$ cat config.mk
export PLATFORM = sky130hd
export DESIGN_NAME = mult_sched_flat
export DESIGN_NICKNAME = d
export VERILOG_FILES = /design/src/rtl/mult_sched_if.sv /design/src/rtl/mult_sched.sv /design/src/flat_wrapper.sv
export SDC_FILE = /design/constraint.sdc
export NUM_CORES = 1
export LEC_CHECK = 0
export CAP_MARGIN = 10
export CORE_MARGIN = 3
export CORE_UTILIZATION = 30
export DETAILED_ROUTE_END_ITERATION = 8
export PLACE_DENSITY = 0.62
export SYNTH_ARGS = -nofsm -noshare
export SYNTH_HDL_FRONTEND = slang
export SYNTH_SLANG_ARGS = --single-unit
$ cat constraint.sdc
create_clock -name clk -period 5.2 [get_ports clk]
set_clock_uncertainty 0.2 [all_clocks]
set_input_delay 0.78 -clock clk [delete_from_list [all_inputs] [get_ports clk]]
set_output_delay 0.78 -clock clk [all_outputs]
set_load 0.01 [all_outputs]
$ cat src/rtl/mult_sched_if.sv
// Client handshakes, response path and multiplier bus of the shared-multiplier scheduler.
// The scheduler takes the slave view; clients plus the multiplier take the master view.
interface mult_sched_if #(
  parameter int CW = 8
);
  logic [1:0]    req_valid;
  logic [1:0]    req_ready;
  logic [31:0]   req0_op1;
  logic [31:0]   req0_op2;
  logic [31:0]   req1_op1;
  logic [31:0]   req1_op2;
  logic [1:0]    rsp_valid;
  logic [1:0]    rsp_ready;
  logic [63:0]   rsp_product;
  logic          rsp_err;
  logic [CW-1:0] last_latency;
  logic          mult_begin;
  logic [31:0]   mult_op1;
  logic [31:0]   mult_op2;
  logic [63:0]   product;
  logic          mult_end;

  modport slave (
    input  req_valid, req0_op1, req0_op2, req1_op1, req1_op2, rsp_ready, product, mult_end,
    output req_ready, rsp_valid, rsp_product, rsp_err, last_latency, mult_begin, mult_op1, mult_op2
  );

  modport master (
    output req_valid, req0_op1, req0_op2, req1_op1, req1_op2, rsp_ready, product, mult_end,
    input  req_ready, rsp_valid, rsp_product, rsp_err, last_latency, mult_begin, mult_op1, mult_op2
  );
endinterface

$ cat src/rtl/mult_sched.sv
// Round-robin scheduler for two clients sharing one iterative 32x32 multiplier,
// with a timeout watchdog per operation and a held response handshake.
module mult_sched #(
  parameter int TIMEOUT = 40,
  parameter int CW      = 8
) (
  input logic       clk,
  input logic       reset,
  mult_sched_if.slave bus
);

  localparam logic [1:0] IDLE = 2'd0;
  localparam logic [1:0] BUSY = 2'd1;
  localparam logic [1:0] RESP = 2'd2;

  localparam int          WW      = $clog2(TIMEOUT + 1);
  localparam logic [31:0] LAT_MAX = 32'((64'd1 << CW) - 64'd1);

  logic [1:0]    state;
  logic          owner;
  logic          last_grant;
  logic [WW-1:0] wdog;
  logic          grant;
  logic [1:0]    req_ready;
  logic          fire;
  logic          wd_expired;
  logic [31:0]   mult_op1;
  logic [31:0]   mult_op2;
  logic [63:0]   rsp_product;
  logic          rsp_err;
  logic [CW-1:0] last_latency;

  function automatic logic [CW-1:0] sat_lat(input logic [31:0] v);
    if (v > LAT_MAX) return LAT_MAX[CW-1:0];
    return v[CW-1:0];
  endfunction

  // A tie goes to the client that was not served last.
  always_comb begin
    grant = 1'b0;
    case (bus.req_valid)
      2'b01:   grant = 1'b0;
      2'b10:   grant = 1'b1;
      2'b11:   grant = ~last_grant;
      default: grant = 1'b0;
    endcase
    req_ready = 2'b00;
    if (state == IDLE && !reset)
      req_ready = grant ? {bus.req_valid[1], 1'b0} : {1'b0, bus.req_valid[0]};
  end

  assign fire       = |req_ready;
  assign wd_expired = (wdog == WW'(TIMEOUT - 1));

  always_ff @(posedge clk or posedge reset) begin
    if (reset) begin
      state        <= IDLE;
      owner        <= 1'b0;
      last_grant   <= 1'b1;
      wdog         <= '0;
      mult_op1     <= '0;
      mult_op2     <= '0;
      rsp_product  <= '0;
      rsp_err      <= 1'b0;
      last_latency <= '0;
    end else begin
      case (state)
        IDLE: begin
          if (fire) begin
            mult_op1   <= grant ? bus.req1_op1 : bus.req0_op1;
            mult_op2   <= grant ? bus.req1_op2 : bus.req0_op2;
            owner      <= grant;
            last_grant <= grant;
            wdog       <= '0;
            state      <= BUSY;
          end
        end
        BUSY: begin
          // A completion in the expiry cycle still counts as a good result.
          if (bus.mult_end) begin
            rsp_product  <= bus.product;
            rsp_err      <= 1'b0;
            last_latency <= sat_lat(32'(wdog) + 32'd1);
            state        <= RESP;
          end else if (wd_expired) begin
            rsp_product <= '0;
            rsp_err     <= 1'b1;
            state       <= RESP;
          end else begin
            wdog <= wdog + 1'b1;
          end
        end
        RESP: begin
          if (bus.rsp_ready[owner]) state <= IDLE;
        end
        default: state <= IDLE;
      endcase
    end
  end

  assign bus.req_ready    = req_ready;
  assign bus.mult_begin   = (state == BUSY);
  assign bus.rsp_valid    = (state == RESP) ? (owner ? 2'b10 : 2'b01) : 2'b00;
  assign bus.mult_op1     = mult_op1;
  assign bus.mult_op2     = mult_op2;
  assign bus.rsp_product  = rsp_product;
  assign bus.rsp_err      = rsp_err;
  assign bus.last_latency = last_latency;

endmodule

$ cat src/flat_wrapper.sv
// flat-port wrapper written by rule: the top's interface ports become plain ports
module mult_sched_flat 
#(
  parameter int TIMEOUT = 40,
  parameter int CW      = 8
)
  (clk, reset, bus_req_valid, bus_req0_op1, bus_req0_op2, bus_req1_op1, bus_req1_op2, bus_rsp_ready, bus_product, bus_mult_end, bus_req_ready, bus_rsp_valid, bus_rsp_product, bus_rsp_err, bus_last_latency, bus_mult_begin, bus_mult_op1, bus_mult_op2);
  mult_sched_if #(.CW(CW)) bus_i ();
  input logic clk;
  input logic reset;
  input wire logic [$bits(bus_i.req_valid)-1:0] bus_req_valid;
  input wire logic [$bits(bus_i.req0_op1)-1:0] bus_req0_op1;
  input wire logic [$bits(bus_i.req0_op2)-1:0] bus_req0_op2;
  input wire logic [$bits(bus_i.req1_op1)-1:0] bus_req1_op1;
  input wire logic [$bits(bus_i.req1_op2)-1:0] bus_req1_op2;
  input wire logic [$bits(bus_i.rsp_ready)-1:0] bus_rsp_ready;
  input wire logic [$bits(bus_i.product)-1:0] bus_product;
  input wire logic [$bits(bus_i.mult_end)-1:0] bus_mult_end;
  output wire logic [$bits(bus_i.req_ready)-1:0] bus_req_ready;
  output wire logic [$bits(bus_i.rsp_valid)-1:0] bus_rsp_valid;
  output wire logic [$bits(bus_i.rsp_product)-1:0] bus_rsp_product;
  output wire logic [$bits(bus_i.rsp_err)-1:0] bus_rsp_err;
  output wire logic [$bits(bus_i.last_latency)-1:0] bus_last_latency;
  output wire logic [$bits(bus_i.mult_begin)-1:0] bus_mult_begin;
  output wire logic [$bits(bus_i.mult_op1)-1:0] bus_mult_op1;
  output wire logic [$bits(bus_i.mult_op2)-1:0] bus_mult_op2;
  assign bus_i.req_valid = bus_req_valid;
  assign bus_i.req0_op1 = bus_req0_op1;
  assign bus_i.req0_op2 = bus_req0_op2;
  assign bus_i.req1_op1 = bus_req1_op1;
  assign bus_i.req1_op2 = bus_req1_op2;
  assign bus_i.rsp_ready = bus_rsp_ready;
  assign bus_i.product = bus_product;
  assign bus_i.mult_end = bus_mult_end;
  assign bus_req_ready = bus_i.req_ready;
  assign bus_rsp_valid = bus_i.rsp_valid;
  assign bus_rsp_product = bus_i.rsp_product;
  assign bus_rsp_err = bus_i.rsp_err;
  assign bus_last_latency = bus_i.last_latency;
  assign bus_mult_begin = bus_i.mult_begin;
  assign bus_mult_op1 = bus_i.mult_op1;
  assign bus_mult_op2 = bus_i.mult_op2;
  mult_sched #(.TIMEOUT(TIMEOUT), .CW(CW)) u_core (.clk(clk), .reset(reset), .bus(bus_i));
endmodule
==> results of run 1 <==
-- layout make-up --
class	instances	share of cell area
tap	265	0.0323
sequential	146	0.356
clock buffer	18	0.0418
timing repair buffer	344	0.334
inverter	5	0.00231
multi-input combinational	325	0.218
clock inverter	14	0.0162
-- kinds of logic (layout without fill, tap and decap cells) --
logic type      Yosys count  in the layout  share of synthesized area
flops                   146            146                      0.602
mux                      67             67                      0.111
compound gates          153            153                      0.175
simple gates             99             99                     0.0690
fa+ha+maj                 1              1                    0.00206
xor+xnor                  4              4                    0.00577
other cells               1              1                   0.000618
buf+inv                  46            381                     0.0342
-- sequential cells by signal, indices dropped and copies added (netlist names) --
| signal | flops |
|---|---|
| u_core.bus.mult_op2 | 32 |
| u_core.bus.rsp_err | 1 |
| u_core.wdog | 6 |
| u_core.last_grant | 1 |
| u_core.bus.last_latency | 7 |
| u_core.bus.rsp_product | 64 |
| u_core.owner | 1 |
| u_core.state | 2 |
| u_core.bus.mult_op1 | 32 |
-- synth_stat cells (all sizes together) --
master | instances | area share
dfrtp | 145 | 0.60
nand2 | 77 | 0.048
o21ai | 75 | 0.062
a22o | 66 | 0.095
mux2i | 65 | 0.11
buf | 21 | 0.019
clkbuf | 20 | 0.012
nor2 | 6 | 0.0037
inv | 5 | 0.0031
nor3b | 5 | 0.0062
nand3 | 3 | 0.0025
a21oi | 2 | 0.0016
and2 | 2 | 0.0021
mux2 | 2 | 0.0043
nor2b | 2 | 0.0021
nor3 | 2 | 0.0025
o21bai | 2 | 0.0025
o31ai | 2 | 0.0025
xnor2 | 2 | 0.0029
xor2 | 2 | 0.0029
a21boi | 1 | 0.0012
a21o | 1 | 0.0012
a221oi | 1 | 0.0043
a31oi | 1 | 0.0010
conb | 1 | 0.00062
dfstp | 1 | 0.0043
ha | 1 | 0.0021
o21a | 1 | 0.0012
o2bb2ai | 1 | 0.0014
or2b | 1 | 0.0012
or4 | 1 | 0.0012
-- critical path, delay by kind of cell --
family	cells	cell delay (ns)
buffers and inverters	3	1.43
AND/OR/NAND/NOR	1	0.20
AO/OA/AOI/OAI	1	0.22
-- per-layer routing --
metal	global-route usage	vias up	wire (um)
met5	0	-	0
met4	0.0467	0	187
met3	0.0710	12	1890
met2	0.307	237	9830
met1	0.210	2402	7810
li1	-	2481	-
-- worst paths after layout --
kind                                       startpoint  slack (ns)                         end
max                                  bus_req_valid[1]        1.60            bus_req_ready[1]
min in group asynchronous                       reset        0.78  u_core.bus.rsp_product[59]
max reg2reg                           u_core.state[0]        2.41   u_core.bus.rsp_product[2]
min reg2reg                u_core.bus.last_latency[1]        0.28  u_core.bus.last_latency[1]
min                        u_core.bus.last_latency[1]        0.28  u_core.bus.last_latency[1]
max in group asynchronous                       reset        2.94  u_core.bus.rsp_product[28]
-- report_power, final --
| group | total, W | internal (W) | switching [W] |
|---|---|---|---|
| clock network | 0.00123 | 0.000723 | 0.000506 |
| logic | 0.00236 | 0.00134 | 0.00102 |
| registers | 0.00195 | 0.00164 | 0.000304 |
| total | 0.00553 | 0.00370 | 0.00183 |
-- per-stage QoR --
| step | utilization | hold WS (ns) | power, W | instances |
|---|---|---|---|---|
| after floorplan | - | 0.303 | 0.00293 | 517 |
| after global routing | 0.523 | 0.300 | 0.00590 | 1117 |
| final | 0.523 | 0.276 | 0.00553 | 1117 |
| after CTS | 0.523 | 0.281 | 0.00564 | 1117 |
| after detailed placement | 0.493 | 0.265 | 0.00436 | 1085 |
| after global placement | 0.493 | 0.262 | 0.00432 | 1085 |
==> impl_metrics.csv, run 1 <==
group,metric,value,unit
run_status,status,"finished clean",
place,pre_cts_ws,1.59,ns
floorplanning,die_h,148,um
global_routing,track_usage,0.179,
critical_path,path_class,"in -> out",
finish,final_common_cell,"clkdlybuf4s50_1",
logic_synthesis,synth_nets,717,
critical_path,crit_arrival,2.62,ns
global_routing,grt-ovfl-total,0,
timing,tightest_slew,1.23,ns
clocking,path_clk_slew,0.06,ns
clocking,cts_sinks,146,
place,hpwlAfterDp,15100,um
timing,finalMaxSlewViolations,0,
timing,fin_setup_tns,0,ns
power,vdd_ir_drop_max,0.211,mV
power,p_leak,4.45,nW
critical_path,ff2ff_path_depth,3,
timing,setup_viol_count_final,0,
place,placed_cell_area,9680,sq um
timing,hold_viol_final,0,
power,power_density,538,nW/um^2
critical_path,critical_path.slowest_cell,"clkdlybuf4s50_1",
timing,relSlewSlack,0.179,
timing,timing.final.crit_period,3.60,ns
global_routing,antenna_found_initial,0,
critical_path,cpMostUsedCell,"clkdlybuf4s50_1",
global_routing,grt_pass1_vias,5441,
detailed_routing,drtIter0Drc,174,
clocking,numCtsBuffers,17,
critical_path,endpoint_kind,"primary output",
critical_path,cp.required,4.22,ns
finish,syn_to_final_growth,69.3,%
finish,num-fill-cells,1752,
logic_synthesis,ys_warn_count,0,
clocking,clockBufferDepth,2,
finish,seqCellArea,3650,sq um
logic_synthesis,ys_ff_latch,146,
detailed_routing,wl_per_cell,17.7,um
logic_synthesis,syn_avg_cell_area,11.7,sq um
logic_synthesis,ys_seq_area_frac,0.602,
clocking,cts.htree.levels,4,
critical_path,cp_cell_sequence,"clkdlybuf4s50_1, a21boi_4, buf_4, and2_1, clkdlybuf4s50_1",
floorplanning,row_count,51,
floorplanning,core_area,19700,sq um
clocking,cts_hold_buf,0,
run,drv_cap,0,
critical_path,worstSetupStartpointType,"input pin",
detailed_routing,vias_per_cell,4.59,
detailed_routing,drt_first_pass_iters,4,
min_path,hold_class,"reg -> reg",
detailed_routing,wl,19700,um
clocking,clock_latency,0.41,ns
global_routing,grt_max_degree,112,
timing,finalCritPeriodShare,0.692,
floorplanning,die_w,148,um
place,portBuffers,339,
clocking,postCtsSetupBuffers,0,
timing,grt_setup_unrepaired,"false",
finish,multi_input_area,2240,sq um
logic_synthesis,postSynthCellCount,517,
finish,layout_common_cells,"339 x clkdlybuf4s50_1, 145 x dfrtp_1, 77 x nand2_1",
floorplanning,dieArea,22000,sq um
clocking,cts_root_buf,"clkbuf_16",
floorplanning,io_pins,341,
timing,fmax,0.278,GHz
detailed_routing,post-route-drc-count,0,
finish,drive_gt1_frac,0.0540,
global_routing,grt_pass1_wl,30900,um
finish,design_area,10300,sq um
detailed_routing,route.antenna.remaining_nets,0,
finish,layout.nets,1039,
place,place.gp.congestion,0.796,
clocking,post_cts_resized,0,
critical_path,crit_fanout,17,
timing,fin_ws,1.60,ns
detailed_routing,vias,5132,
floorplanning,initial_utilization,0.309,
clocking,cts_tree,"yes",
finish,diodes,0,
logic_synthesis,synth_area,6070,sq um
critical_path,slowest_delay,0.59,ns
min_path,whs_path_depth,2,
logic_synthesis,synth.distinct_cells,36,
Note: power is estimated with default switching activity, not from simulation.
==> run 2: changes to the inputs <==
PLACE_DENSITY = 0.65   (was 0.62)
clock period = 3.3 ns   (was 5.2 ns; I/O delays follow)
==> impl_metrics.csv, run 2 (synthesis results as in run 1) <==
group,metric,value,unit
floorplanning,row_count,51,
critical_path,timing.rr.end,"u_core.bus.rsp_product[24]",
critical_path,cpMostUsedCell,"clkdlybuf4s50_1",
critical_path,cp.required,2.60,ns
timing,setup_viol_count_final,0,
run_status,status,"finished clean",
finish,layout.nets,1043,
clocking,post_cts_resized,0,
finish,design_area,10400,sq um
detailed_routing,drt_first_pass_iters,6,
floorplanning,io_pins,341,
clocking,path_clk_slew,0.06,ns
global_routing,track_usage,0.174,
run,drv_cap,0,
global_routing,grt-ovfl-total,0,
detailed_routing,vias,5153,
finish,syn_to_final_growth,71.5,%
finish,final_common_cell,"clkdlybuf4s50_1",
critical_path,worstSetupStartpointType,"input pin",
clocking,clock_latency,0.41,ns
detailed_routing,wl_per_cell,17.1,um
min_path,min-delay-start,"u_core.bus.mult_op2[3]",
global_routing,grt_max_degree,129,
detailed_routing,route.antenna.remaining_nets,0,
finish,reg_top3,"u_core.bus.rsp_product (64), u_core.bus.mult_op1 (32), u_core.bus.mult_op2 (32)",
critical_path,cp_cell_sequence,"clkdlybuf4s50_1, a21boi_4, nor2_1, clkdlybuf4s50_1",
detailed_routing,drtIter0Drc,164,
timing,relSlewSlack,0.624,
finish,seqCellArea,3650,sq um
min_path,whs_path_depth,2,
global_routing,busiest_layer,"met2",
clocking,cts_root_buf,"clkbuf_16",
clocking,cts.htree.levels,4,
power,p_leak,4.51,nW
finish,num-fill-cells,1838,
detailed_routing,wl,19100,um
power,vdd_ir_drop_max,0.323,mV
clocking,cts_tree,"yes",
global_routing,grt_pass1_wl,29900,um
clocking,cts_sinks,146,
clocking,cts_hold_buf,0,
timing,timing.final.crit_period,2.84,ns
floorplanning,dieArea,22000,sq um
place,placed_cell_area,9800,sq um
timing,finalMaxSlewViolations,0,
floorplanning,core_area,19700,sq um
critical_path,path_class,"in -> out",
timing,fin_setup_tns,0,ns
finish,drive_gt1_frac,0.0584,
floorplanning,initial_utilization,0.309,
min_path,hold_class,"reg -> reg",
floorplanning,die_w,148,um
timing,fmax,0.352,GHz
timing,hold_viol_final,0,
clocking,postCtsSetupBuffers,0,
critical_path,crit_fanout,5,
detailed_routing,post-route-drc-count,0,
global_routing,gr-usage-met1,0.208,
floorplanning,die_h,148,um
power,power_density,849,nW/um^2
finish,largest_reg_flops,64,
finish,layout_common_cells,"339 x clkdlybuf4s50_1, 145 x dfrtp_1, 77 x nand2_1",
critical_path,slowest_delay,0.64,ns
finish,multi_input_area,2240,sq um
clocking,numCtsBuffers,17,
global_routing,met2_usage,0.290,
finish,diodes,0,
global_routing,grt_pass1_vias,5320,
global_routing,met3_usage,0.0759,
place,place.gp.congestion,0.768,
timing,tightest_slew,0.564,ns
place,hpwlAfterDp,14200,um
min_path,hold_end,"u_core.bus.mult_op2[3]",
critical_path,crit_arrival,2.14,ns
clocking,clockBufferDepth,2,
critical_path,endpoint_kind,"primary output",
critical_path,r2r-start,"u_core.wdog[0]",
timing,grt_setup_unrepaired,"false",
critical_path,reg2reg_slack,1.13,ns
critical_path,critical_path.slowest_cell,"clkdlybuf4s50_1",
critical_path,ff2ff_path_depth,6,
global_routing,antenna_found_initial,0,
timing,finalCritPeriodShare,0.860,
detailed_routing,vias_per_cell,4.60,
place,portBuffers,339,
finish,regMostFlops,"u_core.bus.rsp_product",
==> run 2: worst max-delay path by stage <==
stage	startpoint	to	slack, ns	cells after the start
after detailed placement	bus_req_valid[0]	bus_req_ready[0]	0.39	4
final	bus_req_valid[0]	bus_req_ready[0]	0.46	4
after global placement	bus_req_valid[0]	bus_req_ready[0]	0.38	4
after CTS	bus_req_valid[0]	bus_req_ready[0]	0.38	4
after floorplan	reset	u_core.bus.last_latency[0]	0.77	1
after global routing	u_core.state[0]	bus_req_ready[0]	0.33	4
==> run 2: cell type report <==
type / instances / share of cell area
repair buffers: 348 / 0.341
flip-flops and latches: 146 / 0.351
clock inverters: 13 / 0.0167
inverters: 5 / 0.00216
clock buffers: 19 / 0.0425
well taps: 265 / 0.0318
multi-input cells: 325 / 0.215
==> run 2: power breakdown <==
group	switching [W]	total, W	leakage, nW	internal (W)
logic	0.00160	0.00377	2.38	0.00217
registers	0.000461	0.00305	1.83	0.00259
clock network	0.000796	0.00202	0.297	0.00123
==> run 2: per-stage QoR <==
stage	hold slack [ns]	instances	worst slack (ns)	total power [W]	utilization
5_1_grt	0.297	1121	0.332	0.00945	0.530
2_1_floorplan	0.303	517	0.773	0.00463	-
3_5_place_dp	0.269	1089	0.386	0.00691	0.498
6_report	0.274	1121	0.462	0.00884	0.530
3_3_place_gp	0.261	1089	0.383	0.00688	0.498
4_1_cts	0.284	1121	0.384	0.00900	0.530
==> run 2: routing by layer <==
metal  wire length, um  share of wire
met5                 0              0
met4               188         0.0098
met3              1910           0.10
met2              9200           0.48
met1              7840           0.41
==> run 2: critical path: cells and delay by family <==
family	cells	cell delay (ns)
AO/OA/AOI/OAI	1	0.11
buffers and inverters	2	1.25
AND/OR/NAND/NOR	1	0.28
